## config.mk

```make
export PLATFORM = sky130hd
export DESIGN_NAME = seg_scan_driver
export DESIGN_NICKNAME = d
export VERILOG_FILES = /design/src/rtl/seg_pkg.sv /design/src/rtl/seg_decoder.sv /design/src/rtl/seg_scan_driver.sv
export SDC_FILE = /design/constraint.sdc
export NUM_CORES = 1
export LEC_CHECK = 0
export CAP_MARGIN = 25
export CORE_MARGIN = 2
export CORE_UTILIZATION = 49
export CTS_BUF_LIST = sky130_fd_sc_hd__clkbuf_4 sky130_fd_sc_hd__clkbuf_8
export DETAILED_ROUTE_END_ITERATION = 10
export GPL_TIMING_DRIVEN = 0
export MAX_ROUTING_LAYER = met4
export PLACE_DENSITY = 0.78
export SYNTH_ARGS = -nofsm -noshare
export SYNTH_HDL_FRONTEND = slang
export SYNTH_HIERARCHICAL = 1
export SYNTH_SLANG_ARGS = --single-unit
```

## constraint.sdc

```tcl
create_clock -name clk -period 2.1 [get_ports clk]
set_clock_uncertainty 0.2 [all_clocks]
set_input_delay 0.21 -clock clk [delete_from_list [all_inputs] [get_ports clk]]
set_output_delay 0.21 -clock clk [all_outputs]
set_load 0.005 [all_outputs]
```

## src/rtl/seg_pkg.sv

```systemverilog
// rtl/seg_pkg.sv - shared segment type and active-low glyph table for the display driver
// Contents: seg_t (segments a..g, index 0 = a) and GLYPH_* constants, 0 = segment lit.
package seg_pkg;

  typedef logic [0:6] seg_t;

  localparam seg_t GLYPH_0   = 7'b0000001;
  localparam seg_t GLYPH_1   = 7'b1001111;
  localparam seg_t GLYPH_2   = 7'b0010010;
  localparam seg_t GLYPH_3   = 7'b0000110;
  localparam seg_t GLYPH_4   = 7'b1001100;
  localparam seg_t GLYPH_5   = 7'b0100100;
  localparam seg_t GLYPH_6   = 7'b0100000;
  localparam seg_t GLYPH_7   = 7'b0001111;
  localparam seg_t GLYPH_8   = 7'b0000000;
  localparam seg_t GLYPH_9   = 7'b0000100;
  localparam seg_t GLYPH_A   = 7'b0001000;
  localparam seg_t GLYPH_B   = 7'b1100000;
  localparam seg_t GLYPH_C   = 7'b0110001;
  localparam seg_t GLYPH_D   = 7'b1000010;
  localparam seg_t GLYPH_E   = 7'b0110000;
  localparam seg_t GLYPH_F   = 7'b0111000;
  localparam seg_t GLYPH_ERR = 7'b1001000;
  localparam seg_t GLYPH_OFF = 7'b1111111;

endpackage

```

## src/rtl/seg_decoder.sv

```systemverilog
// rtl/seg_decoder.sv - combinational 4-bit code to seven-segment glyph decoder
// Ports: code (4-bit digit code) -> seg (active-low a..g).
// HEX_MODE=1 shows A..F for codes 10..15, otherwise those codes show GLYPH_ERR.
module seg_decoder
  import seg_pkg::*;
#(
  parameter int HEX_MODE = 0
) (
  input  logic [3:0] code,
  output seg_t       seg
);

  localparam bit HEX = (HEX_MODE != 0);

  always_comb begin
    seg = GLYPH_ERR;
    case (code)
      4'd0:  seg = GLYPH_0;
      4'd1:  seg = GLYPH_1;
      4'd2:  seg = GLYPH_2;
      4'd3:  seg = GLYPH_3;
      4'd4:  seg = GLYPH_4;
      4'd5:  seg = GLYPH_5;
      4'd6:  seg = GLYPH_6;
      4'd7:  seg = GLYPH_7;
      4'd8:  seg = GLYPH_8;
      4'd9:  seg = GLYPH_9;
      4'd10: seg = HEX ? GLYPH_A : GLYPH_ERR;
      4'd11: seg = HEX ? GLYPH_B : GLYPH_ERR;
      4'd12: seg = HEX ? GLYPH_C : GLYPH_ERR;
      4'd13: seg = HEX ? GLYPH_D : GLYPH_ERR;
      4'd14: seg = HEX ? GLYPH_E : GLYPH_ERR;
      4'd15: seg = HEX ? GLYPH_F : GLYPH_ERR;
      default: seg = GLYPH_ERR;
    endcase
  end

endmodule

```

## src/rtl/seg_scan_driver.sv

```systemverilog
// rtl/seg_scan_driver.sv - multiplexed common-anode seven-segment scan driver
// Ports: clk, rst (async, active-high), en (0 = all dark), digits (4 bits per digit),
//        dp_in / blank / blink (one bit per digit), segments (a..g, active-low),
//        dp (active-low), anode_active (one-cold), slot_tick (pulse when a slot begins).
// All outputs are registered on the same edge so anode and segments never disagree.
module seg_scan_driver
  import seg_pkg::*;
#(
  parameter int NUM_DIGITS  = 4,
  parameter int REFRESH_DIV = 250000,
  parameter int BLINK_SLOTS = 200,
  parameter int HEX_MODE    = 0
) (
  input  logic                    clk,
  input  logic                    rst,
  input  logic                    en,
  input  logic [4*NUM_DIGITS-1:0] digits,
  input  logic [NUM_DIGITS-1:0]   dp_in,
  input  logic [NUM_DIGITS-1:0]   blank,
  input  logic [NUM_DIGITS-1:0]   blink,
  output seg_t                    segments,
  output logic                    dp,
  output logic [NUM_DIGITS-1:0]   anode_active,
  output logic                    slot_tick
);

  localparam int IDX_W = (NUM_DIGITS > 1) ? $clog2(NUM_DIGITS) : 1;
  localparam int PRE_W = $clog2(REFRESH_DIV);
  localparam int BLK_W = $clog2(BLINK_SLOTS + 1);
  localparam logic [NUM_DIGITS-1:0] ANODE_OFF = '1;

  logic [PRE_W-1:0] pre_cnt;
  logic [IDX_W-1:0] idx;
  logic [BLK_W-1:0] blk_cnt;
  logic             phase;
  logic             tick;
  logic             phase_new;
  logic             dark;
  logic [3:0]       code;
  seg_t             glyph;

  assign tick = (pre_cnt == PRE_W'(REFRESH_DIV - 1));

  // idx names the digit shown by the coming slot. blk_cnt counts slots already
  // shown in the current phase, so the toggle lands on the slot that starts
  // the new half-period rather than one slot late.
  assign phase_new = (blk_cnt == BLK_W'(BLINK_SLOTS)) ? ~phase : phase;
  assign code      = digits[{idx, 2'b00} +: 4];
  assign dark      = ~en | blank[idx] | (blink[idx] & phase_new);

  seg_decoder #(.HEX_MODE(HEX_MODE)) u_dec (
    .code (code),
    .seg  (glyph)
  );

  always_ff @(posedge clk or posedge rst) begin
    if (rst) begin
      pre_cnt <= '0;
      idx     <= '0;
      blk_cnt <= '0;
      phase   <= 1'b0;
    end else begin
      pre_cnt <= tick ? '0 : pre_cnt + 1'b1;
      if (tick) begin
        idx     <= (idx == IDX_W'(NUM_DIGITS - 1)) ? '0 : idx + 1'b1;
        blk_cnt <= (blk_cnt == BLK_W'(BLINK_SLOTS)) ? BLK_W'(1) : blk_cnt + 1'b1;
        phase   <= phase_new;
      end
    end
  end

  // Inputs are sampled only on the tick; en=0 additionally forces dark on
  // any edge so the display blanks without waiting for the slot to end.
  always_ff @(posedge clk or posedge rst) begin
    if (rst) begin
      segments     <= GLYPH_OFF;
      dp           <= 1'b1;
      anode_active <= ANODE_OFF;
      slot_tick    <= 1'b0;
    end else begin
      slot_tick <= tick;
      if (tick) begin
        if (dark) begin
          segments     <= GLYPH_OFF;
          dp           <= 1'b1;
          anode_active <= ANODE_OFF;
        end else begin
          segments     <= glyph;
          dp           <= ~dp_in[idx];
          anode_active <= ~(NUM_DIGITS'(1) << idx);
        end
      end else if (!en) begin
        segments     <= GLYPH_OFF;
        dp           <= 1'b1;
        anode_active <= ANODE_OFF;
      end
    end
  end

endmodule

```

Word level (Yosys, flattened, before mapping)
Memories as Yosys holds them, arrays and structs flattened.
Cells that the tools add are included.
- flip-flop bits (word level): 42
- bits in read-only memories: 112
- input port bits: 31
- output and inout port bits: 13
- logic and storage cells: 45
- memories kept: 1
- memory list (memory ; words ; bits a word ; read ports ; clocked after memory_dff ; wr ports ; line ; RTL):
    (name not given) ; 16 ; 7 ; 1 ; 0 ; 0 ; seg_decoder.sv:17 ; case (code)
- add/sub/neg operators: 3
- $lt $le $gt $ge: 1
- equality and inequality tests: 4
- shift operators: 2
- multiplexer cells: 19
- bitwise gates (word level): 7
- operators by type and width (kind ; count):
    two-way mux 7 bit ; 3
    adder 18 x 1 -> 18 bit, second input constant ; 1
    equality test 18 bit, second input constant ; 1
    two-way mux 18 bit ; 1
    variable part select 16 x 5 -> 4 bit ; 1
    two-way mux 4 bit ; 3
    adder 8 x 1 -> 8 bit, second input constant ; 1
    equality test 8 bit, second input constant ; 1
    two-way mux 8 bit ; 1
    two-way mux 1 bit ; 7
    binary-select mux 1 bit (select 2 bit) ; 3
    NOT 4 bit ; 1
    left shift 1 x 2 -> 4 bit, first input constant ; 1
    < comparator 2 x 3 -> 1 bit, second input constant ; 1
    NOT 1 bit ; 3
    adder 2 x 1 -> 2 bit, second input constant ; 1
    equality test 2 bit, second input constant ; 1
    two-way mux 2 bit ; 1
    inequality test 2 x 1 -> 1 bit, second input constant ; 1
    OR 1 bit ; 2
    bitwise AND 1 bit ; 1

Depth between registers and ports, before layout
Gate-level depths: netlist of run 1.
- word-level depth: 6
- gate-level depth with buffers: 8
- gate-level depth less buffers: 7

Cells and area by module
The synthesis of run 1 kept the hierarchy.
- by module, submodules not included (module ; times used ; cells each ; area an instance (um^2) ; sequential area each (um^2)):
    seg_scan_driver ; 1 ; 203 ; 2218.4 ; 1066.0
    seg_decoder ; 1 ; 19 ; 180.2 ; 0.0

Worst setup path after synthesis of run 1
Ideal clock, no wire load.
- kind: register -> register
- from: register idx[0]
- to: register segments[3]
- setup time: 0.075 ns
- arrival time: 1.962 ns
- data required time: 1.825 ns
- path slack: -0.137 ns
- cell stages (with the launch flop): 9
- buffers on the path: 1
- period minus slack after synthesis: 2.237 ns
- cell sequence: dfrtp_1 > buf_2 > mux4_2 > inv_1 > ha_1 > and3b_1 > a21oi_2 > nor2_1 > a2bb2oi_1
- elaborated cells between the ends (all ways): 11
- classes of those cells: shift (1); mux (6); bitwise (3); memory (1)
- RTL lines (item ; line ; RTL):
    start: declaration ; seg_scan_driver.sv:33 ; logic [IDX_W-1:0] idx;
    start signal: assignment ; seg_scan_driver.sv:65 ; idx <= (idx == IDX_W'(NUM_DIGITS - 1)) ? '0 : idx + 1'b1;
    variable part select 16 x 5 -> 4 bit ; seg_scan_driver.sv:48 ; assign code = digits[{idx, 2'b00} +: 4];
    net code[1] ; seg_scan_driver.sv:39 ; logic [3:0] code;
    memory read (16 x 7 bit) ; n/a ;
    net glyph[3] ; seg_scan_driver.sv:40 ; seg_t glyph;
    two-way mux 7 bit ; seg_scan_driver.sv:83 ; if (dark) begin
    two-way mux 7 bit ; seg_scan_driver.sv:82 ; if (tick) begin
    end signal: assignment ; seg_scan_driver.sv:88 ; segments <= glyph;
    end: declaration ; seg_scan_driver.sv:21 ; output seg_t segments,
The timed path passes the listed nets, and every way through them passes these cells. The select of a mux whose other input is x is not followed.
A chain may end at the register's enable or synchronous reset.

Worst setup path after layout of run 1
Ends and elaborated chain as after synthesis.

==> reports/qor.csv, run 1 <==
stage,metric,value,unit
global_routing,total grt overflow,0,
routing,average wire per standard cell,14.9,µm
synthesis,syn avg cell area,10.8,µm²
sta,final hold vios,0,
sta,post-layout min period,2.16,ns
cts,clock slew at reported path FFs,0.08,ns
worst_setup_path,peak fanout along the critical path,4,
routing,DRC viols,0,
finish,Area Growth Syn to Fin,33.6,%
worst_setup_path,R2R depth,8,
sta,fmax,463,MHz
finish,final net count,325,
global_routing,GRT Total Usage,0.206,
sta,fin crit share,1.03,
power,"IR drop worst, VDD",0.489,mV
synthesis,"EDFF count, synth",0,
sta,Slew Limit Fails,0,
floorplan,Initial Util,0.508,
global_routing,first-pass GRT wire length,8450,µm
placement,RePlAce Congestion,0.844,
routing,via/cell ratio,5.38,
floorplan,chip width,74.0,µm
routing,via count,1889,
synthesis,ys flop type,dfrtp_1,
synthesis,"Net Count, Synth",264,
status,status,"complete, but fails checks",
global_routing,initial antenna violation count,0,
worst_setup_path,R2R Path End,segments[3]$_DFFE_PP1P_,
sta,fin worst setup slack,-0.0619,ns
sta,setup violators final,4,
synthesis,"FF+latch count, synth",42,
sta,Slew @ Worst Pin,0.871,ns
placement,detailed placement HPWL,3560,µm
finish,final core utilization,0.679,
cts,number of CTS-inserted buffers,5,
sta,RSZ-0062 raised after global routing,yes,
finish,fillers,345,
synthesis,sequential fraction of the synthesis area,0.444,
routing,Pre-antenna DRT Iters,4,
routing,Detailed Route Iter0 Violations,180,
routing,highest routed layer,met4,
floorplan,DIE AREA,5470,µm²
power,leakage power,1.33,nW
routing,Post-DRT Antenna Nets,0,
worst_setup_path,R2R Setup Slk,-0.06,ns
cts,H-tree depth,2,
synthesis,mapped cell area,2400,µm²
finish,ANT cells,0,
synthesis,Yosys Warn Count,6,
floorplan,num rows,25,
routing,met2 WL,2500,µm
sta,Rel. slew slack,0.418,
routing,routed length on met3,236,µm
worst_setup_path,Worst EP required,2.12,ns
global_routing,vias in the first global route,1803,
worst_setup_path,CP Launch Type,flip-flop,
sta,worst hold slack,0.222,ns
cts,Hold Buf Count CTS,0,
cts,CTS Buffer Depth,2,
global_routing,largest net degree at the start of global routing,43,
routing,DRT met1 WL,2460,µm
synthesis,async set-or-reset flop fraction in the synthesized netlist,1.00,
synthesis,Post-Synthesis Cells,222,
synthesis,Synth cell types,52,
cts,clock sink count,42,
worst_setup_path,crit path DAT,2.18,ns
finish,share of cells above drive strength 1,0.278,
worst_setup_path,Setup Crit Path Kind,reg2reg,
floorplan,Die Height,74.0,µm
floorplan,core area,4720,µm²
min_path,worst hold-check path type,in2async,
cts,worst skew pair latency,0.29,ns
cts,CTS tree,yes,
routing,Total Wirelength,5230,µm
placement,Port Buf Inserts,43,
floorplan,# IOs,44,
power,Cell Pwr Density,466,nW/µm²
worst_setup_path,crit end category,flip-flop,
worst_setup_path,r2r startpoint,idx[0]$_DFFE_PP0P_,
status,failing checks,negative setup slack,
cts,Root Driver,clkbuf_8,
job,Max-Cap Viols,0,
## report_power, final
group / internal [W] / leakage [nW] / switching (W) / total [W]
clock: 0.000264 / 0.0472 / 0.000267 / 0.000531
combinational: 0.0000904 / 0.760 / 0.0000622 / 0.000153
sequential: 0.000809 / 0.528 / 0.0000000000000000000735 / 0.000809
## cells in the final DEF, fill, tap and decap left out, types with 3 or more instances in the layout
cell             count
nor3_1               3
nand3_1             16
nand4_1              5
nor2_1              19
dfrtp_1             28
inv_2                4
a2bb2oi_1           13
nand2_1              6
buf_4               15
xnor2_1              7
mux4_2               6
ha_1                 9
buf_6                3
clkdlybuf4s50_1     43
xor2_1               8
dfstp_2             12
nor2b_1              6
clkbuf_8             6
mux2i_1              4
o21ai_0              8
inv_1                7
and3_1               3
## worst max-delay path: stages, from the launching register on
cell and delay (ns):
dfrtp_1 0.37, buf_6 0.13, mux4_2 0.57, inv_2 0.12, ha_4 0.20, and3b_2 0.21, a21oi_2 0.10, nor2_1 0.05
a2bb2oi_1 0.15
## metal layers
metal | track usage | up-vias
met1 | 0.286 | 923
met5 | - | -
met2 | 0.314 | 36
met3 | 0.0379 | 4
met4 | 0.0485 | 0
li1 | - | 926
## cell families (layout without fill, tap and decap cells)
| logic type | after synthesis | count (layout) | share of synthesized area |
|---|---|---|---|
| and+or+nand+nor | 81 | 81 | 0.190 |
| DFF | 42 | 42 | 0.444 |
| AOI/OAI and AO/OA | 38 | 38 | 0.124 |
| buffers and inverters | 22 | 84 | 0.0417 |
| xor gates and xnor gates | 15 | 15 | 0.0548 |
| muxes | 13 | 13 | 0.0882 |
| adders and majority gates | 11 | 11 | 0.0574 |
## through the flow
| step | worst slack [ns] | instance area (µm²) | cells | total power (W) | setup TNS, ns |
|---|---|---|---|---|---|
| floorplan | 0.0145 | 2400 | 222 | 0.000892 | 0 |
| global placement | -0.192 | 2920 | 332 | 0.000958 | -5.25 |
| detailed placement | -0.203 | 2920 | 332 | 0.000960 | -2.14 |
| CTS | -0.0364 | 3060 | 343 | 0.00150 | -0.0582 |
| global route | -0.161 | 3210 | 351 | 0.00156 | -0.757 |
| finish | -0.0619 | 3210 | 351 | 0.00149 | -0.164 |
## final cells by class
cell class	instances	area, µm²	area share
Multi-Input combinational cell	158	1320	0.411
Sequential cell	42	1070	0.333
Timing Repair Buffer	56	526	0.164
Tap cell	67	83.8	0.0262
Clock buffer	6	82.6	0.0258
Buffer	9	72.6	0.0226
Inverter	11	41.3	0.0129
Clock inverter	2	12.5	0.00390
## synth_stat cells (all sizes together), types with 2 or more instances
master   instances  area share
or3              2      0.0078
o31ai            2      0.0063
buf              7       0.018
nand4            5       0.013
clkbuf           4      0.0063
a211oi           3       0.014
nor3             3      0.0063
o21ai            9       0.019
ha              11       0.057
mux2             2      0.0094
nor3b            2      0.0063
nor2            20       0.032
dfrtp           30        0.31
nand2            7       0.011
mux4             6       0.056
and3             4       0.010
nand3           17       0.038
a2bb2oi         14       0.054
dfstp           12        0.13
xnor2            7       0.026
or4              3       0.011
nor2b            7       0.018
and2             2      0.0052
and4             2      0.0073
inv             11       0.017
mux2i            5       0.022
nor4             2      0.0052
a21oi            4       0.011
xor2             8       0.029
## flip-flops by register name, indices dropped and copies added (netlist names)
name / count
phase: 1
dp: 1
blk_cnt: 8
pre_cnt: 18
segments: 7
idx: 2
slot_tick: 1
anode_active: 4
## repair_timing
item	4_1_cts	5_1_grt
gates cloned	0	2
gates resized for setup	7	23
setup endpoints to repair	23	26
pin swaps	1	4
setup buffers	4	7
hold endpoints to repair	0	0
## worst max path at each step
stage                  startpoint  slack, ns  depth (start not counted)                       to
3_3_place_gp   idx[1]$_DFFE_PP0P_      -0.19                          8  segments[3]$_DFFE_PP1P_
6_report       idx[0]$_DFFE_PP0P_      -0.06                          8  segments[3]$_DFFE_PP1P_
4_1_cts        idx[0]$_DFFE_PP0P_      -0.04                          8  segments[3]$_DFFE_PP1P_
2_1_floorplan  idx[0]$_DFFE_PP0P_       0.01                          8  segments[3]$_DFFE_PP1P_
5_1_grt        idx[0]$_DFFE_PP0P_      -0.16                          8  segments[2]$_DFFE_PP1P_
3_5_place_dp   idx[1]$_DFFE_PP0P_      -0.20                          8  segments[3]$_DFFE_PP1P_
Power figures use the tool's default switching activity.
==> inputs of run 2 (changes only) <==
HOLD_SLACK_MARGIN = 0.15   (was default)
SLEW_MARGIN = 20   (was default)
==> reports/qor.csv, run 2 (synthesis results as in run 1) <==
stage,metric,value,unit
floorplan,num rows,25,
finish,Top Registers,"pre_cnt x18, blk_cnt x8, segments x7",
cts,clock slew at reported path FFs,0.08,ns
floorplan,DIE AREA,5470,µm²
finish,most frequent cells in the layout,"clkdlybuf4s50_1 (43), dfrtp_1 (27), nor2_1 (19)",
worst_setup_path,crit path DAT,2.20,ns
worst_setup_path,crit-path leading delay family,multiplexers,
cts,CTS tree,yes,
floorplan,chip width,74.0,µm
finish,Biggest register,pre_cnt,
sta,fin crit share,1.03,
worst_setup_path,worst path cell trace,buf_6 > mux4_2 > inv_2 > ha_4 > and3b_2 > a21oi_2 > nor2_1 > a2bb2oi_1,
worst_setup_path,r2r startpoint,idx[0]$_DFFE_PP0P_,
routing,Detailed Route Iter0 Violations,144,
finish,max FFs per register,18,
worst_setup_path,crit end category,flip-flop,
routing,Post-DRT Antenna Nets,0,
routing,Pre-antenna DRT Iters,4,
cts,CTS Buffer Depth,2,
sta,final hold vios,0,
worst_setup_path,Worst setup startpoint,idx[0]$_DFFE_PP0P_,
routing,DRC viols,0,
min_path,hold endpoint,pre_cnt[17]$_DFF_PP0_,
cts,number of CTS-inserted buffers,5,
floorplan,# IOs,44,
placement,detailed placement HPWL,3640,µm
worst_setup_path,CP Launch Type,flip-flop,
power,leakage power,1.35,nW
worst_setup_path,Worst EP required,2.13,ns
finish,ANT cells,0,
worst_setup_path,max incr delay on CP,0.56,ns
status,status,"complete, but fails checks",
sta,RSZ-0062 raised after global routing,yes,
routing,via count,1919,
cts,worst skew pair latency,0.30,ns
global_routing,first-pass GRT wire length,8540,µm
sta,setup violators final,2,
global_routing,initial antenna violation count,0,
finish,Area Growth Syn to Fin,36.0,%
sta,Slew Limit Fails,0,
sta,post-layout min period,2.17,ns
job,Max-Cap Viols,0,
worst_setup_path,R2R Path End,segments[3]$_DFFE_PP1P_,
power,"IR drop worst, VDD",0.507,mV
global_routing,vias in the first global route,1803,
worst_setup_path,peak fanout along the critical path,5,
floorplan,Initial Util,0.508,
sta,worst hold slack,0.289,ns
sta,Rel. slew slack,0.607,
routing,via/cell ratio,5.44,
worst_setup_path,Levels on crit path,8,
finish,"most common cell after layout, fill and taps aside",clkdlybuf4s50_1,
finish,share of cells above drive strength 1,0.287,
placement,Port Buf Inserts,43,
worst_setup_path,R2R depth,8,
power,Cell Pwr Density,464,nW/µm²
cts,clock sink count,42,
status,failing checks,negative setup slack,
routing,Total Wirelength,5390,µm
min_path,HP Start,pre_cnt[17]$_DFF_PP0_,
cts,H-tree depth,2,
global_routing,largest net degree at the start of global routing,30,
floorplan,core area,4720,µm²
min_path,WHS Path Cells,1,
global_routing,GRT Total Usage,0.210,
min_path,worst hold-check path type,reg2reg,
worst_setup_path,Setup Crit Path Kind,reg2reg,
worst_setup_path,R2R Setup Slk,-0.07,ns
global_routing,total grt overflow,0,
finish,final core utilization,0.691,
sta,fin worst setup slack,-0.0708,ns
routing,average wire per standard cell,15.3,µm
worst_setup_path,slowest cell on the critical path,mux4_2,
sta,Slew @ Worst Pin,0.585,ns
cts,Root Driver,clkbuf_8,
worst_setup_path,CP bufs+invs,2,
floorplan,Die Height,74.0,µm
placement,RePlAce Congestion,0.844,
sta,fmax,461,MHz
finish,final net count,327,
-- run 2: per-stage QoR --
| stage | setup WS (ns) | std cells | instance area (µm²) | TNS [ns] | power (W) |
|---|---|---|---|---|---|
| 3_3_place_gp | -0.192 | 332 | 2920 | -5.25 | 0.000958 |
| 2_1_floorplan | 0.0145 | 222 | 2400 | 0 | 0.000892 |
| 4_1_cts | -0.0336 | 345 | 3100 | -0.0336 | 0.00151 |
| 6_report | -0.0708 | 353 | 3260 | -0.127 | 0.00151 |
| 3_5_place_dp | -0.202 | 333 | 2940 | -2.10 | 0.000965 |
| 5_1_grt | -0.196 | 353 | 3260 | -0.709 | 0.00158 |
-- run 2: how the worst max path moves through the flow --
stage                         endpoint  slack (ns)
2_1_floorplan  segments[3]$_DFFE_PP1P_        0.01
3_3_place_gp   segments[3]$_DFFE_PP1P_       -0.19
3_5_place_dp   segments[3]$_DFFE_PP1P_       -0.20
4_1_cts        segments[3]$_DFFE_PP1P_       -0.03
5_1_grt        segments[3]$_DFFE_PP1P_       -0.20
6_report       segments[3]$_DFFE_PP1P_       -0.07
-- run 2: timing repair --
| item | CTS | global route |
|---|---|---|
| setup endpoints to repair | 23 | 23 |
| gates cloned | 0 | 2 |
| hold endpoints to repair | 3 | 0 |
| hold buffers | 1 | 0 |
| pin swaps | 1 | 5 |
| gates resized for setup | 6 | 25 |
| setup buffers | 4 | 6 |
-- run 2: layer usage --
layer / vias up / global-route usage / routed length, µm
li1: 937 / - / -
met1: 943 / 0.300 / 2520
met2: 34 / 0.311 / 2640
met3: 5 / 0.0379 / 186
met4: 0 / 0.0566 / 45
met5: - / - / 0
-- run 2: area by class of cell --
| cell class | count | area [µm²] |
|---|---|---|
| buffer | 10 | 70.1 |
| clock inverter | 2 | 12.5 |
| tap | 67 | 83.8 |
| clock buffer | 6 | 82.6 |
| timing repair buffer | 57 | 558 |
| fill | 345 | 1460 |
| sequential | 42 | 1070 |
| inverter | 11 | 41.3 |
| multi-input combinational | 158 | 1350 |
-- run 2: power by group --
group	switching [W]	internal, W	leakage, nW	total [W]
Combinational	0.0000631	0.0000968	0.779	0.000160
Sequential	0.0000000000000000000774	0.000809	0.526	0.000809
Clock	0.000279	0.000264	0.0472	0.000543
==> inputs of run 3 (changes only) <==
MAX_ROUTING_LAYER = default   (was met4)
REMOVE_ABC_BUFFERS = 1   (was default)
==> reports/qor.csv, run 3 (synthesis results as in run 1) <==
stage,metric,value,unit
cts,Root Driver,clkbuf_8,
finish,most frequent cells in the layout,"clkdlybuf4s50_1 (43), dfrtp_1 (28), nor2_1 (19)",
worst_setup_path,slowest cell on the critical path,mux4_2,
routing,via/cell ratio,5.56,
placement,setup slack at placement,-0.677,ns
placement,RePlAce Congestion,0.835,
power,total power,0.00150,W
worst_setup_path,r2r startpoint,idx[0]$_DFFE_PP0P_,
routing,average wire per standard cell,16.2,µm
job,Max-Cap Viols,0,
sta,fin crit share,1.01,
routing,Post-DRT Antenna Nets,0,
sta,setup violators final,2,
cts,clock slew at reported path FFs,0.08,ns
power,leakage power,1.34,nW
status,failing checks,negative setup slack,
worst_setup_path,crit path DAT,2.14,ns
sta,fmax,470,MHz
global_routing,total grt overflow,0,
finish,max FFs per register,18,
worst_setup_path,R2R Setup Slk,-0.03,ns
min_path,hold endpoint,pre_cnt[17]$_DFF_PP0_,
sta,fin worst setup slack,-0.0279,ns
worst_setup_path,Setup Crit Path Kind,reg2reg,
sta,Rel. slew slack,0.567,
finish,"most common cell after layout, fill and taps aside",clkdlybuf4s50_1,
min_path,WHS Path Cells,1,
floorplan,Die Height,74.0,µm
finish,Biggest register,pre_cnt,
sta,post-layout min period,2.13,ns
cts,worst skew pair latency,0.29,ns
floorplan,DIE AREA,5470,µm²
min_path,worst hold-check path type,reg2reg,
finish,Top Registers,"pre_cnt x18, blk_cnt x8, segments x7",
routing,DRC viols,0,
worst_setup_path,crit-path leading delay family,multiplexers,
worst_setup_path,R2R Path End,segments[3]$_DFFE_PP1P_,
routing,via count,1923,
sta,worst hold slack,0.296,ns
worst_setup_path,crit end category,flip-flop,
routing,Total Wirelength,5600,µm
global_routing,initial antenna violation count,0,
finish,share of cells above drive strength 1,0.280,
finish,fillers,347,
floorplan,chip width,74.0,µm
worst_setup_path,R2R depth,7,
worst_setup_path,max incr delay on CP,0.59,ns
worst_setup_path,Levels on crit path,7,
cts,number of CTS-inserted buffers,5,
sta,final hold vios,0,
power,"IR drop worst, VDD",0.328,mV
worst_setup_path,peak fanout along the critical path,5,
floorplan,core area,4720,µm²
status,status,"complete, but fails checks",
routing,Pre-antenna DRT Iters,4,
min_path,HP Start,pre_cnt[17]$_DFF_PP0_,
cts,H-tree depth,2,
placement,Port Buf Inserts,43,
routing,Detailed Route Iter0 Violations,76,
global_routing,largest net degree at the start of global routing,30,
sta,RSZ-0062 raised after global routing,yes,
sta,Slew @ Worst Pin,0.644,ns
global_routing,first-pass GRT wire length,8750,µm
sta,post-route setup TNS,-0.0374,ns
cts,CTS Buffer Depth,2,
global_routing,GRT Total Usage,0.205,
placement,detailed placement HPWL,3710,µm
worst_setup_path,Worst EP required,2.12,ns
finish,final net count,320,
sta,Slew Limit Fails,0,
finish,ANT cells,0,
worst_setup_path,CP bufs+invs,1,
floorplan,# IOs,44,
worst_setup_path,CP Launch Type,flip-flop,
floorplan,num rows,25,
cts,CTS tree,yes,
worst_setup_path,worst path cell trace,mux4_2 > inv_2 > ha_4 > and3b_2 > a21oi_2 > nor2_1 > a2bb2oi_1,
floorplan,Initial Util,0.508,
finish,Area Growth Syn to Fin,34.8,%
global_routing,vias in the first global route,1946,
cts,clock sink count,42,
power,Cell Pwr Density,464,nW/µm²
## run 3: cell count changes in the layout (fill, tap and decap cells not counted), moves of 2 or more
| cell | before | now |
|---|---|---|
| clkbuf_1 | 2 | 0 |
| buf_2 | 4 | 0 |
| ha_4 | 1 | 3 |
| buf_6 | 2 | 0 |
| buf_4 | 12 | 14 |
## run 3: metal layers
layer	track usage	part of all wire	wire length [µm]	vias up
li1	-	-	-	919
met1	0.260	0.42	2350	955
met2	0.361	0.52	2930	45
met3	0.0461	0.052	292	4
met4	0.0444	0.0041	23	0
met5	0	0	0	-
## run 3: final cells by class
type	instances	area, µm²	share of cell area
clock buffers	5	68.8	0.0213
clock inverters	3	21.3	0.00658
inverters	11	41.3	0.0128
multi-input cells	158	1370	0.422
flip-flops and latches	42	1070	0.330
well taps	67	83.8	0.0259
repair buffers	60	586	0.181
## run 3: timing repair
item,CTS,global route
setup buffers,11,4
hold buffers,1,0
resized for setup,13,13
endpoints found under the setup margin,31,19
pin swaps,7,4
endpoints found under the hold margin,13,0
## run 3: worst register-to-register path, stage by stage (launching register included)
cell,delay (ns)
dfrtp_2,0.45
mux4_2,0.59
inv_2,0.11
ha_4,0.19
and3b_2,0.21
a21oi_2,0.11
nor2_1,0.05
a2bb2oi_1,0.16
## run 3: worst max-delay path by stage
| stage | endpoint | slack (ns) | from |
|---|---|---|---|
| after CTS | segments[3]$_DFFE_PP1P_ | 0.002 | idx[0]$_DFFE_PP0P_ |
| after floorplan | anode_active[0]$_DFFE_PP1P_ | -0.28 | pre_cnt[13]$_DFF_PP0_ |
| final | segments[3]$_DFFE_PP1P_ | -0.03 | idx[0]$_DFFE_PP0P_ |
| after global placement | anode_active[1]$_DFFE_PP1P_ | -0.98 | pre_cnt[6]$_DFF_PP0_ |
| after detailed placement | anode_active[3]$_DFFE_PP1P_ | -0.68 | pre_cnt[13]$_DFF_PP0_ |
| after global routing | segments[0]$_DFFE_PP1P_ | -0.1 | idx[0]$_DFFE_PP0P_ |
## run 3: metrics by stage
step | instance area [µm²] | std cells | utilization
after detailed placement | 2880 | 322 | 0.610
after CTS | 3130 | 342 | 0.663
after floorplan | 2340 | 211 | -
final | 3230 | 346 | 0.685
after global placement | 2850 | 321 | 0.604
after global routing | 3230 | 346 | 0.685
## run 3: where the power goes
part	switching (W)	internal (W)	total [W]	leakage [nW]
logic	0.0000659	0.0000995	0.000165	0.767
registers	0.0000000000000000000830	0.000809	0.000809	0.528
clock network	0.000292	0.000234	0.000526	0.0441
total	0.000358	0.00114	0.00150	1.34
